==> src/rtl/boa_mem_arbiter.sv <==
// boa_mem_arbiter: two-master round-robin arbiter sharing one slave, grant held across waits, timeout error
module boa_mem_arbiter #(
    parameter int timeout = 255,
    parameter bit m0_prio = 1'b0
) (
    input  logic        clk,
    input  logic        rst,
    input  logic        m0_re,
    input  logic [3:0]  m0_we,
    input  logic [31:0] m0_addr,
    input  logic [31:0] m0_wdata,
    output logic        m0_ready,
    output logic [31:0] m0_rdata,
    output logic        m0_err,
    input  logic        m1_re,
    input  logic [3:0]  m1_we,
    input  logic [31:0] m1_addr,
    input  logic [31:0] m1_wdata,
    output logic        m1_ready,
    output logic [31:0] m1_rdata,
    output logic        m1_err,
    output logic        s_re,
    output logic [3:0]  s_we,
    output logic [31:0] s_addr,
    output logic [31:0] s_wdata,
    input  logic        s_ready,
    input  logic [31:0] s_rdata,
    output logic [1:0]  grant
);
    typedef enum logic {IDLE, BUSY} state_t;
    localparam logic [15:0] to_lim = 16'(timeout);
    state_t state, state_nx;
    logic own, last, req0, req1, any, win, sel, active, to, fwd, done, err, start;
    logic [15:0] cnt;
    assign req0 = m0_re | (|m0_we);
    assign req1 = m1_re | (|m1_we);
    assign any = req0 | req1;
    assign win = (req0 & req1) ? (m0_prio ? 1'b0 : ~last) : req1;
    assign sel = (state == BUSY) ? own : win;
    assign active = !rst && (state == BUSY || any);
    // The timeout blanking uses only registered state so s_ready never reaches s_*
    assign to = state == BUSY && timeout != 0 && cnt == to_lim;
    assign fwd = active && !to;
    assign done = active && (s_ready || to);
    assign err = done && !s_ready;
    assign start = !rst && state == IDLE && any && !s_ready;
    assign s_re = fwd && (sel ? m1_re : m0_re);
    assign s_we = fwd ? (sel ? m1_we : m0_we) : 4'h0;
    assign s_addr = fwd ? (sel ? m1_addr : m0_addr) : 32'h0;
    assign s_wdata = fwd ? (sel ? m1_wdata : m0_wdata) : 32'h0;
    assign grant = active ? {sel, ~sel} : 2'b00;
    assign m0_ready = done && !sel;
    assign m1_ready = done && sel;
    assign m0_err = err && !sel;
    assign m1_err = err && sel;
    assign m0_rdata = (m0_ready && !err) ? s_rdata : 32'h0;
    assign m1_rdata = (m1_ready && !err) ? s_rdata : 32'h0;
    always_comb begin
        state_nx = state;
        if (start) state_nx = BUSY;
        if (state == BUSY && done) state_nx = IDLE;
    end
    always_ff @(posedge clk) begin
        if (rst) begin
            state <= IDLE;
            own <= 1'b0;
            last <= 1'b1;
            cnt <= 16'h0;
        end else begin
            state <= state_nx;
            if (done) last <= sel;
            if (start) begin
                own <= win;
                cnt <= 16'h1;
            end else if (state == BUSY && !done && cnt != 16'hffff) begin
                cnt <= cnt + 16'h1;
            end
        end
    end
endmodule

==> config.mk <==
export PLATFORM = sky130hd
export DESIGN_NAME = boa_mem_arbiter
export DESIGN_NICKNAME = d
export VERILOG_FILES = /design/src/rtl/boa_mem_arbiter.sv
export SDC_FILE = /design/constraint.sdc
export NUM_CORES = 1
export LEC_CHECK = 0
export ABC_AREA = 1
export ABC_CLOCK_PERIOD_IN_PS = 3200
export CORE_AREA = 2 2 120 122
export DETAILED_ROUTE_END_ITERATION = 12
export DIE_AREA = 0 0 122 124
export PLACE_DENSITY = 0.7
export SLEW_MARGIN = 20
export SYNTH_ARGS = -nofsm -noshare
export SYNTH_HDL_FRONTEND = slang
export SYNTH_SLANG_ARGS = --single-unit
==> constraint.sdc <==
create_clock -name clk -period 3.2 [get_ports clk]
set_input_delay 0.8 -clock clk [delete_from_list [all_inputs] [get_ports clk]]
set_output_delay 0.8 -clock clk [all_outputs]
set_load 0.005 [all_outputs]
==> flow_summary_export.csv, run 1 <==
group,metric,value,unit
cts,insertion_delay,0.25,ns
cts,htreeDepth,1,
sta,layout_setup_ws,-0.1081,ns
critical_path,arrival,2.51,ns
synth,yosysTopAreaCell,"nand2_1",
synth,syn_inst,530,
critical_path,crit_buf_inv,7,
critical_path,critPathMaxStageDelay,0.25,ns
route,via_per_inst,4.491,
sta,fmax,0.3023,GHz
die,rows,43,
pwr,power_density,244.5,nW/um^2
critical_path,cp_max_fo,5,
sta,fin_crit,3.308,ns
synth,synthTopCellsByCount,"nand2_1 (175), nor2_1 (94), a21oi_1 (81), inv_1 (61)",
sta,timing.final.crit_share,103.4,%
sta,finalSetupViolations,20,
cts,root_buffer,"clkbuf_16",
critical_path,startpoint,"m0_we[0]",
synth,ys.warnings.count,0,
synth,synth_area_leaders,"nand2_1 (25%), a21oi_1 (15%), dfxtp_1 (14%)",
critical_path,worst-path-stages,13,
placement,gp_congestion,0.8231,
grt,grt_pass1_wl,24.34,mm
cts,cts_tree,"done",
finish,syn_to_final_growth,161.2,%
pwr,leakagePower,3.406,nW
synth,netlist_area,2654,um^2
cts,clockBufferDepth,2,
route,postRouteAntennaNets,0,
critical_path,cp-end-kind,"output port",
critical_path,crit_family,"buffers and inverters",
finish,nNetsFinal,1088,
cts,path_clk_slew,0.05,ns
finish,multiInputGateArea,2252,um^2
die,dieHeight,124,um
run_status,violations,"setup timing",
route,wl_per_cell,16.82,um
critical_path,crit_top_cell,"buf_6",
sta,max_slew_margin,62.98,%
synth,yosysSeqAreaShare,14.33,%
critical_path,rr_startpoint,"cnt[0]",
min_path,holdCritPathClass,"flop to flop",
die,initial_core_util,19.34,%
cts,holdBufCountCts,0,
critical_path,rr_worst_depth,13,
sta,rsz0062_at_grt,"yes",
critical_path,crit_required,2.40,ns
placement,place_ws,-0.7553,ns
pwr,peakVddDrop,0.1647,mV
critical_path,endpoint,"s_addr[9]",
cts,cts_buffers,3,
critical_path,path_cells,"buf_6 -> or2_4 -> nor2_4 -> o21ai_4 -> o21ai_4 -> buf_6 -> buf_8 -> buf_12 -> buf_16 -> buf_6 -> nand2_2 -> a21oi_1 -> buf_2",
grt,grt_pass1_vias,4442,
cts,cts_sinks,19,
critical_path,critical_path_class,"primary input to output port",
finish,drive_above_1_share,38.77,%
synth,syn_nets,704,
grt,grt_max_degree,42,
critical_path,cp-start-kind,"primary input",
synth,synth_ff_type,"dfxtp_1",
finish,fin_cells,1096,
placement,dpl.hpwl,12.66,mm
flow_run,cap_violations,0,
route,drc_errors,0,
critical_path,r2r_end,"cnt[10]",
synth,syn_area_per_cell,5.007,um^2
placement,dpl.cell_count,1024,
route,vias,4922,
grt,grtUsageTotal,20.57,%
synth,netlist.area_leader.share,24.75,%
finish,seqCellArea,380.4,um^2
sta,tightest_slew,0.5540,ns
synth,synth_edf_count,0,
sta,final-hold-violation-count,0,
die,fp.dieW,122,um
placement,port_buffers,311,
critical_path,rrSetupSlack,1.07,ns
run_status,status,"finished with violations",
route,drt_iter0_markers,266,
synth,synthMostInstantiatedCell,"nand2_1",
synth,synth_async_sr_flop_share,0,%
finish,fillers,1368,
sta,drv_slew,0,
die,coreArea,13720,um^2
synth,ys_ff_latch,19,
die,dieArea,15130,um^2
critical_path,critPathSlowestCell,"or2_4",
grt,overflow,0,
grt,antenna_found_initial,5,
die,io_pins,312,
synth,yosysUniqueCellTypes,28,
route,wl,18.43,mm
route,drt_pass1_iterations,5,
sta,skew,0.002540,ns
## where the power goes
group | internal (W) | total (W) | switching (W) | leakage [nW]
combinational | 0.000680 | 0.00119 | 0.000514 | 3.21
sequential | 0.000241 | 0.000246 | 0.00000442 | 0.154
clock | 0.000169 | 0.000255 | 0.0000857 | 0.0382
total | 0.00109 | 0.00170 | 0.000604 | 3.41
## logic make-up (layout without fill, tap and decap cells)
family / count (synthesis) / after routing / synth area share, %
fa+ha+maj: 1 / 1 / 0.4714
other cells: 0 / 3 / 0
flops: 19 / 19 / 14.33
xor+xnor: 13 / 13 / 4.290
simple gates: 311 / 311 / 47.81
compound gates: 89 / 89 / 17.68
buf+inv: 97 / 480 / 15.42
## metrics by stage
step	setup TNS [ns]	total power (W)	utilization (%)	hold slack, ns	instance area [um^2]
6_report	-0.6516	0.001695	50.53	0.4956	6933
3_5_place_dp	-85.65	0.001171	45.22	0.4884	6203
5_1_grt	-3.262	0.001796	50.48	0.5245	6925
2_1_floorplan	0	0.0005521	-	0.4544	2654
3_3_place_gp	-81.65	0.001169	45.22	0.4737	6203
4_1_cts	-4.034	0.001595	49.66	0.4981	6813
## cell usage in the layout (no fill, tap or decap), types with 2 or more instances in the layout
master	n
a211oi_1	3
a211oi_2	2
a21oi_1	42
a21oi_2	39
buf_12	16
buf_16	4
buf_2	59
buf_4	51
buf_6	28
buf_8	7
clkbuf_16	9
clkbuf_2	72
clkdlybuf4s15_1	4
clkdlybuf4s50_1	161
dfxtp_1	19
diode_2	3
dlygate4sd2_1	3
dlymetal6s2s_1	2
inv_1	53
inv_2	8
nand2_1	144
nand2_2	20
nand2_4	12
nand3_1	11
nand3_2	2
nand4_1	19
nor2_1	78
nor2_2	11
nor2_4	7
nor3_1	3
o21ai_4	2
xnor2_1	3
xor2_1	10
## worst min-delay path by stage
stage               slack, ns    start      end  cells after the start
finish                   0.50   cnt[3]   cnt[3]                      2
global route             0.52  cnt[10]  cnt[10]                      2
CTS                      0.50   cnt[3]   cnt[3]                      2
detailed placement       0.49   cnt[3]   cnt[3]                      2
global placement         0.47      own      own                      2
floorplan                0.45      own      own                      2
## what timing repair did
action                                  CTS  global route
resized for setup                       461           212
buffers inserted                         43            20
pin swaps                                37            40
endpoints found under the setup margin  139           133
gates cloned                              5             7
## layer usage
layer	routed length [um]	global-route usage (%)	up-vias
met1	6987	24.92	2194
met3	1816	6.593	35
li1	-	-	2430
met4	404	4.239	4
met5	26	0	-
met2	9195	35.72	259
## tightest hold or removal path, stage by stage, from the launching register on
cell,delay [ns]
dfxtp_1,0.33
nand2_1,0.07
a21oi_1,0.05
## final cells by class
type / instances / share of cell area (%)
Inverter: 62 / 3.393
Sequential cell: 19 / 5.486
Clock buffer: 4 / 1.137
Tap cell: 180 / 3.249
Antenna cell: 3 / 0.1083
Multi-Input combinational cell: 414 / 32.49
Timing Repair Buffer: 414 / 54.14
## sequential cells by signal (all words and copies together), names as in the netlist
name	cells
cnt	16
state	1
last	1
own	1
Power figures use the tool's default switching activity.
==> run 2, diff against run 1 <==
--- a/config.mk
+++ b/config.mk
@@ -7,10 +7,11 @@
 export LEC_CHECK = 0
 export ABC_AREA = 1
 export ABC_CLOCK_PERIOD_IN_PS = 3200
+export CAP_MARGIN = 25
 export CORE_AREA = 2 2 120 122
 export DETAILED_ROUTE_END_ITERATION = 12
 export DIE_AREA = 0 0 122 124
-export PLACE_DENSITY = 0.7
+export PLACE_DENSITY = 0.58
 export SLEW_MARGIN = 20
 export SYNTH_ARGS = -nofsm -noshare
 export SYNTH_HDL_FRONTEND = slang
==> run 2 against run 1 <==
The flow still finishes with violations (setup timing). Clock skew is essentially flat. First-iteration DRC count shrank 3.0%. Design area shrank 2.1%. Count of clock-buffer cells in the layout is the same. Setup slack gained 0.099 ns. Fmax grew 3.1%. Combinational power shrank 8%. Sequential power is essentially flat. Critical endpoint is now s_wdata[2]. Largest power group unchanged.
==> flow_summary_export.csv, run 2 (synthesis results as in run 1) <==
group,metric,value,unit
run_status,status,"finished with violations",
run_status,violations,"setup timing",
die,dieArea,15130,um^2
cts,clockBufferDepth,2,
grt,grt_busiest_layer,"met2",
critical_path,path_cells,"buf_6 -> or2_4 -> nor2_4 -> o21ai_4 -> o21ai_4 -> buf_6 -> buf_12 -> buf_12 -> buf_8 -> buf_6 -> nand2_4 -> a21oi_4 -> buf_2",
sta,tightest_slew,0.5431,ns
grt,grt_max_degree,30,
critical_path,r2r_end,"cnt[13]",
finish,final_cell_mix,"clkdlybuf4s50_1 (161), nand2_1 (157), nor2_1 (80), a21oi_1 (62), clkbuf_2 (57)",
cts,holdBufCountCts,0,
cts,cts_buffers,3,
critical_path,crit_required,2.40,ns
critical_path,rr_worst_depth,12,
route,drt_pass1_iterations,4,
cts,insertion_delay,0.25,ns
grt,gr-usage-met1,23.66,%
pwr,p_sw,0.0005650,W
grt,grtUsageTotal,21.01,%
die,io_pins,312,
sta,rsz0062_at_grt,"yes",
finish,final_common_cell,"clkdlybuf4s50_1",
finish,top_register,"cnt",
finish,syn_to_final_growth,155.6,%
route,wl,17.99,mm
sta,skew,0.002249,ns
grt,overflow,0,
critical_path,cp-start-kind,"primary input",
cts,path_clk_slew,0.05,ns
sta,timing.final.crit_share,100.3,%
route,vias,4911,
finish,final_area,6784,um^2
grt,grt_pass1_vias,4799,
flow_run,cap_violations,0,
pwr,seqPwrFrac,15.4,%
finish,nNetsFinal,1078,
critical_path,cp-end-kind,"output port",
critical_path,arrival,2.41,ns
critical_path,rr_startpoint,"cnt[0]",
finish,drive_above_1_share,32.00,%
route,wl_per_cell,16.58,um
cts,cts_tree,"done",
pwr,comb_power_share,68.3,%
critical_path,crit_buf_inv,7,
sta,max_slew_margin,63.70,%
die,rows,43,
placement,dpl.cell_count,1026,
pwr,cellInternalPower,0.001035,W
die,coreArea,13720,um^2
sta,finalSetupViolations,1,
finish,fillers,1401,
sta,layout_setup_ws,-0.008711,ns
pwr,p_total,0.001600,W
pwr,power_density,235.8,nW/um^2
sta,fmax,0.3117,GHz
pwr,peakVddDrop,0.1668,mV
placement,gp_congestion,0.9115,
pwr,swShare,35.31,%
critical_path,crit_top_cell,"buf_6",
placement,place_area,6269,um^2
die,initial_core_util,19.34,%
min_path,holdCritPathClass,"flop to flop",
critical_path,critPathSlowestCell,"or2_4",
cts,cts_sinks,19,
grt,grt_pass1_wl,25.10,mm
route,drt_iter0_markers,258,
pwr,clkPwrFrac,16.3,%
placement,dpl.hpwl,13.31,mm
cts,htreeDepth,1,
placement,port_buffers,311,
critical_path,critical_path_class,"primary input to output port",
grt,antenna_found_initial,3,
finish,fin_cells,1085,
die,fp.dieW,122,um
min_path,whs_endpoint,"cnt[1]",
pwr,leakagePower,3.353,nW
grt,use_met2,38.51,%
critical_path,cp_max_fo,6,
critical_path,rrSetupSlack,1.02,ns
sta,final-hold-violation-count,0,
route,via_per_inst,4.526,
sta,fin_crit,3.209,ns
min_path,hold_depth,2,
min_path,min_from,"cnt[1]",
die,dieHeight,124,um
route,postRouteAntennaNets,0,
route,drc_errors,0,
sta,drv_slew,0,
critical_path,critPathMaxStageDelay,0.24,ns
cts,root_buffer,"clkbuf_16",
finish,largest_register_ffs,16,
grt,use_met3,5.403,%
critical_path,crit_family,"buffers and inverters",
## run 2: changes by cell type in the layout (fill, tap and decap cells not counted), moves of 5 or more
cell             before  now
a21oi_1              42   62
dlygate4sd2_1         3   18
nand2_4              12    4
a21oi_2              39   17
nand2_1             144  157
clkdlybuf4s15_1       4    9
clkdlybuf4s15_2       1    8
nand2_2              20   15
buf_2                59   48
clkbuf_2             72   57
## run 2: worst reg2reg max path, delay by kind of cell, from the launching register on
family / cells / cell delay [ns]
compound gates: 1 / 0.14
fa+ha+maj: 1 / 0.24
buf+inv: 4 / 0.64
flops: 1 / 0.40
simple gates: 6 / 0.66
## run 2: area by class of cell
type,count,area [um^2],area share (%)
diodes,2,5.005,0.07377
well taps,180,225.2,3.320
repair buffers,404,3707,54.65
multi-input cells,414,2137,31.50
clock buffers,4,78.83,1.162
inverters,62,250.2,3.689
flip-flops and latches,19,380.4,5.607
## run 2: power groups by stage
stage	clock [W]	sequential, W	combinational (W)
after floorplan	0	0.000249	0.000303
after global placement	0	0.000250	0.000943
after detailed placement	0	0.000251	0.000948
after CTS	0.000266	0.000246	0.00104
after global routing	0.000282	0.000246	0.00117
final	0.000262	0.000246	0.00109
## run 2: what timing repair did
action	4_1_cts	5_1_grt
setup endpoints to repair	139	133
resized for setup	374	200
setup buffers	35	14
pin swaps	15	18
gates cloned	5	5
## run 2: worst max-delay path by stage
stage	startpoint	to	cells past startpoint
after floorplan	m0_we[0]	m1_rdata[10]	9
after global placement	m0_we[0]	s_wdata[1]	10
after detailed placement	m0_we[0]	s_wdata[1]	10
after CTS	m0_we[1]	m1_rdata[13]	12
after global routing	m1_we[1]	m0_rdata[18]	17
final	m0_we[1]	s_wdata[2]	13
## run 2: metrics by stage
stage	hold WS, ns	utilization, %	TNS (ns)	setup slack [ns]
2_1_floorplan	0.4544	-	0	0.4215
3_3_place_gp	0.4721	45.69	-79.37	-0.8310
3_5_place_dp	0.4893	45.69	-79.53	-0.8185
4_1_cts	0.4989	48.99	-2.576	-0.2268
5_1_grt	0.5221	49.43	-1.035	-0.06972
6_report	0.4948	49.45	-0.008711	-0.008711
## run 2: routing by layer
| metal | vias up | share of wire, % |
|---|---|---|
| met3 | 40 | 8.1 |
| met1 | 2255 | 39 |
| met2 | 207 | 50 |
| met5 | - | 0.044 |
| li1 | 2407 | - |
| met4 | 2 | 2.8 |
==> run 3, diff against run 2 <==
--- a/config.mk
+++ b/config.mk
@@ -11,7 +11,7 @@
 export CORE_AREA = 2 2 120 122
 export DETAILED_ROUTE_END_ITERATION = 12
 export DIE_AREA = 0 0 122 124
-export PLACE_DENSITY = 0.58
+export PLACE_DENSITY = 0.59
 export SLEW_MARGIN = 20
 export SYNTH_ARGS = -nofsm -noshare
 export SYNTH_HDL_FRONTEND = slang
==> run 3 against run 2 <==
The run now ends clean. Combinational power hardly changed. Via count is 6.2% lower. Clock power barely moved. Design area is 0.87% higher. Critical path type unchanged. Largest cell class unchanged.
==> flow_summary_export.csv, run 3 (synthesis results as in run 1) <==
group,metric,value,unit
run_status,status,"complete, no violations",
critical_path,rrSetupSlack,1.00,ns
route,drc_errors,0,
cts,cts_tree,"done",
placement,gp_congestion,0.7949,
finish,nNetsFinal,1063,
route,drt_iter0_markers,221,
die,fp.dieW,122,um
cts,htreeDepth,1,
cts,holdBufCountCts,0,
placement,port_buffers,311,
grt,grt_pass1_vias,4364,
critical_path,arrival,2.40,ns
route,drt_pass1_iterations,4,
sta,final-hold-violation-count,0,
finish,fillers,1411,
sta,rsz0062_at_grt,"yes",
die,initial_core_util,19.34,%
min_path,min_from,"cnt[1]",
route,via_per_inst,4.308,
flow_run,cap_violations,0,
cts,clockBufferDepth,2,
sta,max_slew_margin,65.47,%
grt,grtUsageTotal,20.19,%
pwr,clkPwrFrac,16.6,%
critical_path,crit_required,2.40,ns
pwr,swShare,35.59,%
finish,drive_above_1_share,33.11,%
pwr,power_density,232.1,nW/um^2
pwr,p_sw,0.0005653,W
sta,fin_crit,3.196,ns
finish,seqCellArea,380.4,um^2
critical_path,rr_startpoint,"cnt[1]",
finish,syn_to_final_growth,157.8,%
pwr,seqPwrFrac,15.4,%
grt,antenna_found_initial,1,
pwr,comb_power_share,68.0,%
die,dieArea,15130,um^2
cts,cts_sinks,19,
cts,root_buffer,"clkbuf_16",
finish,final_cell_mix,"clkdlybuf4s50_1 (160), nand2_1 (149), buf_2 (73), nor2_1 (60), a21oi_1 (58)",
sta,tightest_slew,0.5167,ns
sta,drv_slew,0,
grt,grt_pass1_wl,23.90,mm
critical_path,critical_path_class,"primary input to output port",
grt,grt_max_degree,22,
pwr,peakVddDrop,0.1581,mV
route,postRouteAntennaNets,0,
finish,largest_register_ffs,16,
min_path,hold_depth,2,
die,rows,43,
min_path,whs_endpoint,"cnt[1]",
min_path,holdCritPathClass,"flop to flop",
sta,holdWs,0.4982,ns
sta,fmax,0.3129,GHz
finish,fin_util,49.88,%
route,wl,17.11,mm
finish,final_common_cell,"clkdlybuf4s50_1",
sta,skew,0.002344,ns
die,io_pins,312,
cts,insertion_delay,0.25,ns
critical_path,cp-start-kind,"primary input",
route,vias,4605,
cts,path_clk_slew,0.06,ns
finish,top_register,"cnt",
critical_path,r2r_end,"cnt[11]",
sta,finalSetupViolations,0,
die,coreArea,13720,um^2
critical_path,cp-end-kind,"output port",
route,wl_per_cell,16.01,um
pwr,cellInternalPower,0.001023,W
critical_path,rr_worst_depth,13,
finish,multiInputGateArea,2287,um^2
sta,timing.final.crit_share,99.89,%
grt,overflow,0,
cts,cts_buffers,3,
critical_path,cp_max_fo,21,
placement,dpl.hpwl,12.89,mm
pwr,leakagePower,3.249,nW
die,dieHeight,124,um
run 3: cell types whose count changed in the layout (fill, tap and decap cells not counted), sizes merged:
cell,delta
clkbuf,-35
buf,+13
clkdlybuf4s15,+11
dlymetal6s2s,-3
bufbuf,-1
clkdlybuf4s50,-1
diode,-1
dlygate4sd2,+1
run 3: layout make-up:
type                       count  area share [%]
antenna                        1         0.03657
clock buffer                   4           1.152
inverter                      62           3.474
multi-input combinational    414           33.42
sequential                    19           5.559
tap                          180           3.291
timing repair buffer         389           53.06
run 3: metal layers:
layer / vias to the layer above / global-route usage (%) / share of wire [%]
met1: 2019 / 24.15 / 39
li1: 2389 / - / -
met5: - / 0 / 0
met3: 19 / 4.625 / 7.9
met2: 178 / 36.80 / 51
met4: 0 / 4.310 / 1.5
run 3: per-stage QoR:
stage,power [W],instances,worst slack [ns],cell area (um^2),TNS [ns]
6_report,0.001588,1069,0.003644,6843,0
5_1_grt,0.001689,1069,-0.09691,6843,-2.212
4_1_cts,0.001545,1066,-0.1043,6669,-0.5037
3_5_place_dp,0.001186,1028,-0.8215,6246,-88.63
3_3_place_gp,0.001191,1028,-0.8349,6246,-88.67
2_1_floorplan,0.0005521,530,0.4215,2654,0
run 3: power by group through the flow:
stage / registers [W] / logic [W] / clock network (W)
after floorplan: 0.000249 / 0.000303 / 0
after global placement: 0.000250 / 0.000942 / 0
after detailed placement: 0.000250 / 0.000936 / 0
after CTS: 0.000244 / 0.00104 / 0.000266
after global routing: 0.000245 / 0.00116 / 0.000282
final: 0.000245 / 0.00108 / 0.000263
run 3: how the worst max path moves through the flow:
stage / startpoint / slack, ns / cells after the start / to
detailed placement: m0_we[0] / -0.82 / 9 / s_wdata[1]
CTS: m0_we[3] / -0.10 / 12 / s_addr[30]
floorplan: m0_we[0] / 0.42 / 9 / m1_rdata[10]
finish: m0_we[1] / 0.004 / 10 / s_wdata[11]
global placement: m0_we[0] / -0.83 / 9 / s_wdata[1]
global route: m0_we[1] / -0.1 / 13 / m1_rdata[15]
run 3: timing repair:
action,in CTS,in global routing
buffers inserted,26,3
endpoints found under the setup margin,139,137
pin swaps,14,11
resized for setup,504,133
gates cloned,8,1
run 3: critical path: stages:
cell	delay, ns
buf_6	0.09
or2_4	0.24
nor2_4	0.14
o21ai_4	0.07
o21ai_4	0.18
buf_4	0.17
buf_12	0.16
nand2_1	0.06
a21oi_1	0.19
dlygate4sd2_1	0.27
